File: src/rtl/pte_fetch_arbiter_pkg.sv
// Shared PTE-walk definitions: walker FSM encodings, PTE width and field positions.
// Pure declarations: no timing and no flow control of its own.
package pte_fetch_arbiter_pkg;

  typedef enum logic [1:0] {
    PTW_IDLE  = 2'd0,
    PTW_READ  = 2'd1,
    PTW_DRAIN = 2'd2,
    PTW_RESP  = 2'd3
  } ptw_state_e;

  localparam int PTE_W = 32;

  // Sv32 PTE field positions consumed by the MMU units.
  localparam int PTE_BIT_V   = 0;
  localparam int PTE_BIT_R   = 1;
  localparam int PTE_BIT_W   = 2;
  localparam int PTE_BIT_X   = 3;
  localparam int PTE_BIT_U   = 4;
  localparam int PTE_BIT_G   = 5;
  localparam int PTE_BIT_A   = 6;
  localparam int PTE_BIT_D   = 7;
  localparam int PTE_PPN_LSB = 10;

  function automatic int beats_for(input int beat_bytes);
    return (PTE_W / 8) / beat_bytes;
  endfunction

endpackage

File: src/rtl/pte_fetch_arbiter_if.sv
// Requester, flush and memory-side bundle of the PTE fetch engine.
// The slave modport is the engine; the master modport is its environment.
interface pte_fetch_arbiter_if #(
  parameter int N_REQ      = 2,
  parameter int BEAT_BYTES = 1,
  parameter int ADDR_W     = 32
);
  logic [N_REQ-1:0]        req_valid;
  logic [N_REQ*ADDR_W-1:0] req_addr;
  logic                    flush;
  logic [N_REQ-1:0]        resp_valid;
  logic                    resp_err;
  logic [31:0]             resp_pte;
  logic                    busy;
  logic                    mem_rd_en;
  logic [ADDR_W-1:0]       mem_addr;
  logic [8*BEAT_BYTES-1:0] mem_rdata;

  modport master (
    output req_valid, req_addr, flush, mem_rdata,
    input  resp_valid, resp_err, resp_pte, busy, mem_rd_en, mem_addr
  );

  modport slave (
    input  req_valid, req_addr, flush, mem_rdata,
    output resp_valid, resp_err, resp_pte, busy, mem_rd_en, mem_addr
  );
endinterface

File: src/rtl/pte_fetch_arbiter_rr_arbiter.sv
// Combinational round-robin pick: first set request at or after ptr, wrapping.
// Zero latency; grants nothing while en is low.
module rr_arbiter #(
  parameter int N = 2,
  localparam int IDW = (N > 1) ? $clog2(N) : 1
) (
  input  logic [N-1:0]   req,
  input  logic [IDW-1:0] ptr,
  input  logic           en,
  output logic [N-1:0]   gnt,
  output logic [IDW-1:0] id
);
  int lo_pick;
  int hi_pick;
  int pick;

  // Descending scan leaves the lowest set index overall and the lowest at/above ptr.
  always_comb begin
    lo_pick = -1;
    hi_pick = -1;
    for (int j = N - 1; j >= 0; j--) begin
      if (req[j]) begin
        lo_pick = j;
        if (j >= int'(ptr)) hi_pick = j;
      end
    end
    pick = (hi_pick >= 0) ? hi_pick : lo_pick;
    for (int j = 0; j < N; j++) gnt[j] = en && (pick == j);
    id = (en && pick >= 0) ? IDW'(pick) : '0;
  end
endmodule

File: src/rtl/pte_fetch_arbiter.sv
// Round-robin shared PTE fetch: reads one aligned 32-bit PTE in beats and pulses it back to the granted requester.
// Grant-to-response NBEATS+2 cycles (1 for misaligned); requests are level-held, flush aborts any walk without a pulse.
module pte_fetch_arbiter
  import pte_fetch_arbiter_pkg::*;
#(
  parameter int N_REQ      = 2,
  parameter int BEAT_BYTES = 1,
  parameter int ADDR_W     = 32,
  parameter int BIG_ENDIAN = 0
) (
  input logic                clk,
  input logic                rst_n,
  pte_fetch_arbiter_if.slave bus
);
  localparam int NBEATS = beats_for(BEAT_BYTES);
  localparam int CNT_W  = $clog2(NBEATS) + 1;
  localparam int IDW    = (N_REQ > 1) ? $clog2(N_REQ) : 1;
  localparam int BW     = 8 * BEAT_BYTES;
  localparam int BSH    = $clog2(BEAT_BYTES);

  ptw_state_e        state, state_nxt;
  logic [IDW-1:0]    ptr, ptr_nxt;
  logic [IDW-1:0]    gnt_id, gnt_id_nxt;
  logic [ADDR_W-1:0] base, base_nxt;
  logic [CNT_W-1:0]  cnt, cnt_nxt;
  logic              err, err_nxt;
  logic [PTE_W-1:0]  acc, acc_nxt;
  logic [PTE_W-1:0]  pte_q;

  logic [N_REQ-1:0]  arb_gnt;
  logic [IDW-1:0]    arb_id;
  logic [ADDR_W-1:0] sel_addr;
  logic              cap_en;
  logic [CNT_W-1:0]  cap_idx;

  rr_arbiter #(.N(N_REQ)) u_rr (
    .req (bus.req_valid),
    .ptr (ptr),
    .en  (state == PTW_IDLE && !bus.flush),
    .gnt (arb_gnt),
    .id  (arb_id)
  );

  always_comb begin
    sel_addr = '0;
    for (int j = 0; j < N_REQ; j++) begin
      if (arb_gnt[j]) sel_addr = bus.req_addr[j*ADDR_W +: ADDR_W];
    end
  end

  always_comb begin
    state_nxt  = state;
    ptr_nxt    = ptr;
    gnt_id_nxt = gnt_id;
    base_nxt   = base;
    cnt_nxt    = cnt;
    err_nxt    = err;
    case (state)
      PTW_IDLE: begin
        if (|arb_gnt) begin
          gnt_id_nxt = arb_id;
          base_nxt   = sel_addr;
          cnt_nxt    = '0;
          if (sel_addr[1:0] != 2'b00) begin
            err_nxt   = 1'b1;
            state_nxt = PTW_RESP;
          end else begin
            err_nxt   = 1'b0;
            state_nxt = PTW_READ;
          end
        end
      end
      PTW_READ: begin
        if (bus.flush) begin
          state_nxt = PTW_IDLE;
        end else begin
          cnt_nxt = cnt + 1'b1;
          if (cnt == CNT_W'(NBEATS - 1)) state_nxt = PTW_DRAIN;
        end
      end
      PTW_DRAIN: state_nxt = bus.flush ? PTW_IDLE : PTW_RESP;
      // The pulse in RESP is already committed, so flush does not cancel it here.
      PTW_RESP: begin
        ptr_nxt   = (gnt_id == IDW'(N_REQ - 1)) ? '0 : gnt_id + 1'b1;
        state_nxt = PTW_IDLE;
      end
      default: state_nxt = PTW_IDLE;
    endcase
  end

  // Data trails the read strobe by one cycle, so cnt-1 is the beat on mem_rdata.
  assign cap_en  = !bus.flush && ((state == PTW_READ && cnt != '0) || state == PTW_DRAIN);
  assign cap_idx = cnt - 1'b1;

  for (genvar b = 0; b < NBEATS; b++) begin : g_beat
    localparam int LSB = (BIG_ENDIAN != 0) ? (PTE_W - BW * (b + 1)) : (BW * b);
    assign acc_nxt[LSB +: BW] = (cap_en && cap_idx == CNT_W'(b)) ? bus.mem_rdata : acc[LSB +: BW];
  end

  always_ff @(posedge clk or negedge rst_n) begin
    if (!rst_n) begin
      state  <= PTW_IDLE;
      ptr    <= '0;
      gnt_id <= '0;
      base   <= '0;
      cnt    <= '0;
      err    <= 1'b0;
      acc    <= '0;
      pte_q  <= '0;
    end else begin
      state  <= state_nxt;
      ptr    <= ptr_nxt;
      gnt_id <= gnt_id_nxt;
      base   <= base_nxt;
      cnt    <= cnt_nxt;
      err    <= err_nxt;
      acc    <= acc_nxt;
      if (state == PTW_DRAIN && !bus.flush) pte_q <= acc_nxt;
    end
  end

  assign bus.busy      = (state != PTW_IDLE);
  assign bus.mem_rd_en = (state == PTW_READ);
  assign bus.mem_addr  = (state == PTW_READ) ? base + (ADDR_W'(cnt) << BSH) : '0;
  assign bus.resp_err  = (state == PTW_RESP) && err;
  assign bus.resp_pte  = pte_q;

  always_comb begin
    for (int j = 0; j < N_REQ; j++) begin
      bus.resp_valid[j] = (state == PTW_RESP) && (gnt_id == IDW'(j));
    end
  end
endmodule

File: src/flat_wrapper.sv
// flat-port wrapper written by rule: the top's interface ports become plain ports
module pte_fetch_arbiter_flat import pte_fetch_arbiter_pkg::*;
#(
  parameter int N_REQ      = 2,
  parameter int BEAT_BYTES = 1,
  parameter int ADDR_W     = 32,
  parameter int BIG_ENDIAN = 0
)
  (clk, rst_n, bus_req_valid, bus_req_addr, bus_flush, bus_mem_rdata, bus_resp_valid, bus_resp_err, bus_resp_pte, bus_busy, bus_mem_rd_en, bus_mem_addr);
  pte_fetch_arbiter_if #(.N_REQ(N_REQ), .BEAT_BYTES(BEAT_BYTES), .ADDR_W(ADDR_W)) bus_i ();
  input logic clk;
  input logic rst_n;
  input wire logic [$bits(bus_i.req_valid)-1:0] bus_req_valid;
  input wire logic [$bits(bus_i.req_addr)-1:0] bus_req_addr;
  input wire logic [$bits(bus_i.flush)-1:0] bus_flush;
  input wire logic [$bits(bus_i.mem_rdata)-1:0] bus_mem_rdata;
  output wire logic [$bits(bus_i.resp_valid)-1:0] bus_resp_valid;
  output wire logic [$bits(bus_i.resp_err)-1:0] bus_resp_err;
  output wire logic [$bits(bus_i.resp_pte)-1:0] bus_resp_pte;
  output wire logic [$bits(bus_i.busy)-1:0] bus_busy;
  output wire logic [$bits(bus_i.mem_rd_en)-1:0] bus_mem_rd_en;
  output wire logic [$bits(bus_i.mem_addr)-1:0] bus_mem_addr;
  assign bus_i.req_valid = bus_req_valid;
  assign bus_i.req_addr = bus_req_addr;
  assign bus_i.flush = bus_flush;
  assign bus_i.mem_rdata = bus_mem_rdata;
  assign bus_resp_valid = bus_i.resp_valid;
  assign bus_resp_err = bus_i.resp_err;
  assign bus_resp_pte = bus_i.resp_pte;
  assign bus_busy = bus_i.busy;
  assign bus_mem_rd_en = bus_i.mem_rd_en;
  assign bus_mem_addr = bus_i.mem_addr;
  pte_fetch_arbiter #(.N_REQ(N_REQ), .BEAT_BYTES(BEAT_BYTES), .ADDR_W(ADDR_W), .BIG_ENDIAN(BIG_ENDIAN)) u_core (.clk(clk), .rst_n(rst_n), .bus(bus_i));
endmodule
File: config.mk
export PLATFORM = sky130hd
export DESIGN_NAME = pte_fetch_arbiter_flat
export DESIGN_NICKNAME = d
export VERILOG_FILES = /design/src/rtl/pte_fetch_arbiter_pkg.sv /design/src/rtl/pte_fetch_arbiter_if.sv /design/src/rtl/pte_fetch_arbiter_rr_arbiter.sv /design/src/rtl/pte_fetch_arbiter.sv /design/src/flat_wrapper.sv
export SDC_FILE = /design/constraint.sdc
export NUM_CORES = 1
export LEC_CHECK = 0
export CAP_MARGIN = 20
export CORE_ASPECT_RATIO = 0.7
export CORE_MARGIN = 2
export CORE_UTILIZATION = 30
export DETAILED_ROUTE_END_ITERATION = 10
export MAX_ROUTING_LAYER = met4
export SETUP_SLACK_MARGIN = 0.2
export SYNTH_ARGS = -nofsm -noshare
export SYNTH_HDL_FRONTEND = slang
export SYNTH_HIERARCHICAL = 1
export SYNTH_SLANG_ARGS = --single-unit
export TNS_END_PERCENT = 1
File: constraint.sdc
create_clock -name clk -period 2.9 [get_ports clk]
set_clock_uncertainty 0.2 [all_clocks]
set_input_delay 0.87 -clock clk [delete_from_list [all_inputs] [get_ports clk]]
set_output_delay 0.87 -clock clk [all_outputs]
set_load 0.05 [all_outputs]
; ---- Yosys cells after proc, flatten, opt, wreduce, memory -nomap -nowiden
; Cells that the tools add are included.
[classes]
n_addsub = 4
magnitude_cmp = 3
n_eq_ne = 11
muxes = 24
n_bitwise = 1
reduce_logical = 27
[op_table]
columns = cell, n
row1 = $mux W32, 8
row2 = $ge A32 B1 Y1 const B, 2
row3 = $add A32 B3 Y32, 1
row4 = $eq A32 B2 Y1 const B, 1
row5 = $logic_not A32 Y1, 1
row6 = $mux W8, 4
row7 = $logic_and A1 B1 Y1, 14
row8 = $mux W2, 5
row9 = $eq A3 B2 Y1 const B, 3
row10 = $pmux W2 S4, 1
row11 = $mux W3, 2
row12 = $pmux W3 S2, 1
row13 = $reduce_bool A2 Y1, 3
row14 = $eq A2 B2 Y1 const B, 2
row15 = $ne A2 B2 Y1 const B, 2
row16 = $reduce_and A2 Y1, 2
row17 = $add A3 B1 Y3 const B, 1
row18 = $eq A3 B1 Y1 const B, 1
row19 = $logic_not A3 Y1, 1
row20 = $mux W1, 3
row21 = $ne A3 B2 Y1 const B, 1
row22 = $reduce_and A3 Y1, 1
row23 = $reduce_bool A3 Y1, 1
row24 = $sub A3 B1 Y3 const B, 1
row25 = other kinds (8), 8
[totals]
register_bits = 104
inputBits = 77
out_inout_bits = 69
elab_cells = 78

; ---- Logic depth before layout (Yosys ltp)
[logic_depth]
ltp_word = 13
ltp_mapped = 12

; ---- Modules after synthesis
; The synthesis kept the hierarchy.
[modules_own_cells]
columns = mod, n_inst, cells_each, area_each_um2
row1 = pte_fetch_arbiter, 1, 643, 6048.3
row2 = rr_arbiter, 1, 6, 26.3

; ---- Worst setup path after synthesis
; OpenSTA, ideal clock, no wires.
[synth_path]
path_type = flip-flop to output port
start = register u_core.cnt[0]
end = output bus_mem_addr[18]
t_arrival_ns = 2.718
required_time_ns = 1.830
setup_slack_ns = -0.888
path_stages_with_launch = 9
cell_sequence = dfrtp_1 > ha_1 > inv_1 > fa_1 > nor2b_1 > o2111ai_2 > buf_2 > or3_1 > a21oi_1
[synth_via]
elab_chain_len = 2
[synth_lines]
columns = item, line
row1 = "start, declared", pte_fetch_arbiter.sv:25  ; logic [CNT_W-1:0] cnt, cnt_nxt;
row2 = "start signal, assigned", pte_fetch_arbiter.sv:115  ; cnt <= cnt_nxt;
row3 = $add A32 B3 Y32, pte_fetch_arbiter.sv:124  ; assign bus.mem_addr = (state == PTW_READ) ? base + (ADDR_W'(cnt) << BSH) : '0;
row4 = $mux W32, pte_fetch_arbiter.sv:124
row5 = "end, declared", flat_wrapper.sv:22  ; output wire logic [$bits(bus_i.mem_addr)-1:0] bus_mem_addr;
; No other way between the ends.

; ---- Worst setup path after layout
; Ends and elaborated chain as after synthesis.

==> impl_metrics.csv <==
group,metric,value,unit
status,status,"finished with violations",
status,failed_checks,"setup timing",
sta,setup_viol,30,
yosys,synth_nets,737,
route,num_vias,5959,
route,top_layer_used,"met4",
yosys,async_reset_ff_frac,1.00,
setup_path,critPathRequiredTime,1.83,ns
cts,cts_inserted_buffers,9,
global_routing,grt_antenna_before_repair,0,
yosys,synth_seq_cells,104,
setup_path,slowest_stage,"fa_2",
die,ios,146,
cts,clkTransAtPathRegs,0.07,ns
yosys,synth_compound_area_frac,0.203,
route,first_pass_iters,4,
placement,place_hpwl,15000,um
sta,worst_slew_pin_slew,0.705,ns
die,start_util,0.306,
placement,gp_congestion,0.850,
yosys,synth_top_family_by_area,"simple AND/OR/NAND/NOR gates",
yosys,ys_seq_area_frac,0.428,
yosys,yosysWarnings,6,
yosys,yosys.area_share.simple,0.208,
sta,slew_violations,0,
route,dr_wl_met3,1240,um
power_and_ir_drop,p_total,11.0,mW
setup_path,cp_top_family,"simple AND/OR/NAND/NOR gates",
route,route.detailed.drc,0,
route,ant_nets,0,
global_routing,grt_pass1_wl,32900,um
setup_path,crit_start,"u_core/cnt[0]",
global_routing,overflow,0,
sta,max_slew_margin,0.527,
sta,fin_ws,-0.798,ns
hold_path,min_path_type,"in -> async",
placement,place_area,9040,sq um
die,rows,43,
route,vias_per_cell,5.23,
die,die-area,21400,sq um
global_routing,grt_pass1_vias,5922,
final_layout,area_delta_synth_final,57.8,%
cts,numClockSinks,104,
yosys,synth_edf_count,0,
job,maxCapViolations,0,
final_layout,antennaDiodeCount,0,
global_routing,grt_max_degree,50,
power_and_ir_drop,leakage,3.84,nW
setup_path,max_stage_delay,0.37,ns
setup_path,r2r_start,"u_core/cnt[0]",
setup_path,crit_type,"reg -> out",
yosys,synthAdderAreaFrac,0.0239,
die,die_w,174,um
yosys,synthMuxAreaShare,0.0727,
yosys,synth_top_flop_cell,"dfrtp_1",
yosys,synth_xor_xnor_area_share,0.0159,
sta,period_share,1.28,
sta,max_freq,270,MHz
setup_path,critPathCaptureType,"output port",
die,core_area,19900,sq um
placement,port_buffers,145,
sta,report.final.hold_viol_count,0,
yosys,synth_cell_types,54,
cts,cts_tree,"built",
power_and_ir_drop,powerDensity,1150,nW/um^2
setup_path,worstPathMaxFanout,6,
route,drt_iter0_drc,505,
placement,placedCellCount,1118,
sta,fin_crit,3.70,ns
cts,clockRootBuffer,"clkbuf_16",
final_layout,final_nets,952,
cts,cts_buffer_depth,2,
setup_path,startpoint_type,"flip-flop",
cts,insertion_delay,0.35,ns
power_and_ir_drop,vdd_drop_max,0.410,mV
sta,rsz0062_at_grt,"true",
yosys,synthesis.area,6070,sq um
route,wl,20600,um
final_layout,postLayoutCellArea,9590,sq um
cts,htreeDepth,3,
yosys,synth.avg_cell_area,9.36,sq um
global_routing,grt_use_total,0.201,
final_layout,drive_above_1_share,0.296,
final_layout,fin_cells,1139,
die,fp.dieH,123,um
route,wl_met2,8560,um
yosys,syn_inst,649,
route,wl_met1,10500,um
route,wl_per_cell,18.1,um
setup_path,critPathBufInv,3,
setup_path,crit_arrival,2.63,ns
setup_path,crit_chain,"ha_2 > inv_2 > fa_2 > nor2b_4 > o2111ai_4 > buf_4 > or3_4 > a21oi_4 > buf_12",
[report_power, final]
group          internal, mW  total (mW)  switching [mW]
Sequential             2.09        2.51           0.420
Clock                 0.766        1.33           0.568
Combinational          3.06        7.14            4.08
[cell usage in the layout (no fill, tap or decap), drive strengths merged, types with 5 or more instances in the layout]
cell,n
and4,5
inv,18
a31oi,25
or4,8
xnor2,8
nand2,75
or3,11
nor2b,27
dfrtp,104
o31ai,6
buf,143
clkbuf,11
a21oi,21
nand2b,9
mux2i,7
ha,10
nand3,19
mux2,33
o21ai,50
a22oi,32
nand4,33
and3,5
and2,5
o22a,7
nor2,23
clkdlybuf4s50,107
o211ai,32
[path summary, 6_finish.rpt]
| kind | endpoint | slack [ns] | cells after the start |
|---|---|---|---|
| worst min register to register | u_core/err | 0.29 | 2 |
| min in group clk | u_core/err | 0.29 | 2 |
| max in group asynchronous | u_core/bus.resp_pte[5] | 1.64 | 2 |
| worst min-delay path | u_core/base[24] | 0.25 | 1 |
| worst max register to register | u_core/acc[14] | 0.34 | 7 |
| worst max-delay path | bus_mem_addr[18] | -0.80 | 9 |
[what timing repair did]
item	CTS	global route
pin swaps	6	6
setup endpoints to repair	66	71
resized for setup	17	30
hold buffers	0	0
setup buffers	2	2
gates cloned	1	0
[per-layer routing]
metal / up-vias / track usage
met5: - / -
met4: 0 / 0.0420
met3: 18 / 0.0486
met2: 172 / 0.280
met1: 2920 / 0.295
li1: 2849 / -
[cell usage after synthesis, types with 11 or more instances]
master	number	area, sq um
clkbuf_1	23	86.3
nor2b_1	27	169
nor2_1	21	78.8
dfrtp_1	104	2600
nand3_1	17	85.1
a22oi_1	32	240
mux2_2	33	372
a31oi_1	25	156
a21oi_1	21	105
inv_1	15	56.3
buf_2	13	65.1
nand4_1	33	206
nand2_1	75	282
or3_1	11	68.8
o211ai_1	32	240
o21ai_0	44	220
[metrics by stage]
stage,setup TNS (ns),hold WS (ns),setup slack (ns),utilization
after CTS,-16.79,0.249,-0.786,0.478
after global routing,-18.62,0.254,-0.902,0.483
after detailed placement,-18.92,0.268,-0.454,0.455
final,-15.69,0.246,-0.798,0.483
after floorplan,-10.18,0.239,-0.383,-
after global placement,-17.30,0.269,-0.431,0.455
[cell type report]
| cell class | instances | area [sq um] |
|---|---|---|
| repair buffers | 250 | 2630 |
| flip-flops and latches | 104 | 2600 |
| well taps | 270 | 338 |
| fillers | 1817 | 10300 |
| multi-input cells | 483 | 3640 |
| clock inverters | 5 | 86.3 |
| inverters | 16 | 60.1 |
| clock buffers | 11 | 233 |
[worst reg2reg max path, stage by stage (launching register included)]
cell and delay (ns):
dfrtp_1 0.36, buf_4 0.14, inv_1 0.07, ha_1 0.25
and2_1 0.20, o21a_1 0.30, o21ai_4 0.52, mux2_2 0.41
[logic make-up after synthesis]
group                      count (synthesis)
xor gates and xnor gates                  11
adders and majority gates                 11
muxes                                     40
DFF                                      104
buffers and inverters                     63
AOI/OAI and AO/OA                        187
and+or+nand+nor                          233
[flip-flops by register name, indices dropped and copies added (netlist names)]
| name | count |
|---|---|
| u_core/ptr | 1 |
| u_core/bus.resp_pte | 32 |
| u_core/gnt_id | 1 |
| u_core/base | 32 |
| u_core/cnt | 3 |
| u_core/acc | 32 |
| u_core/state | 2 |
| u_core/err | 1 |
(Power assumes the default switching activity.)
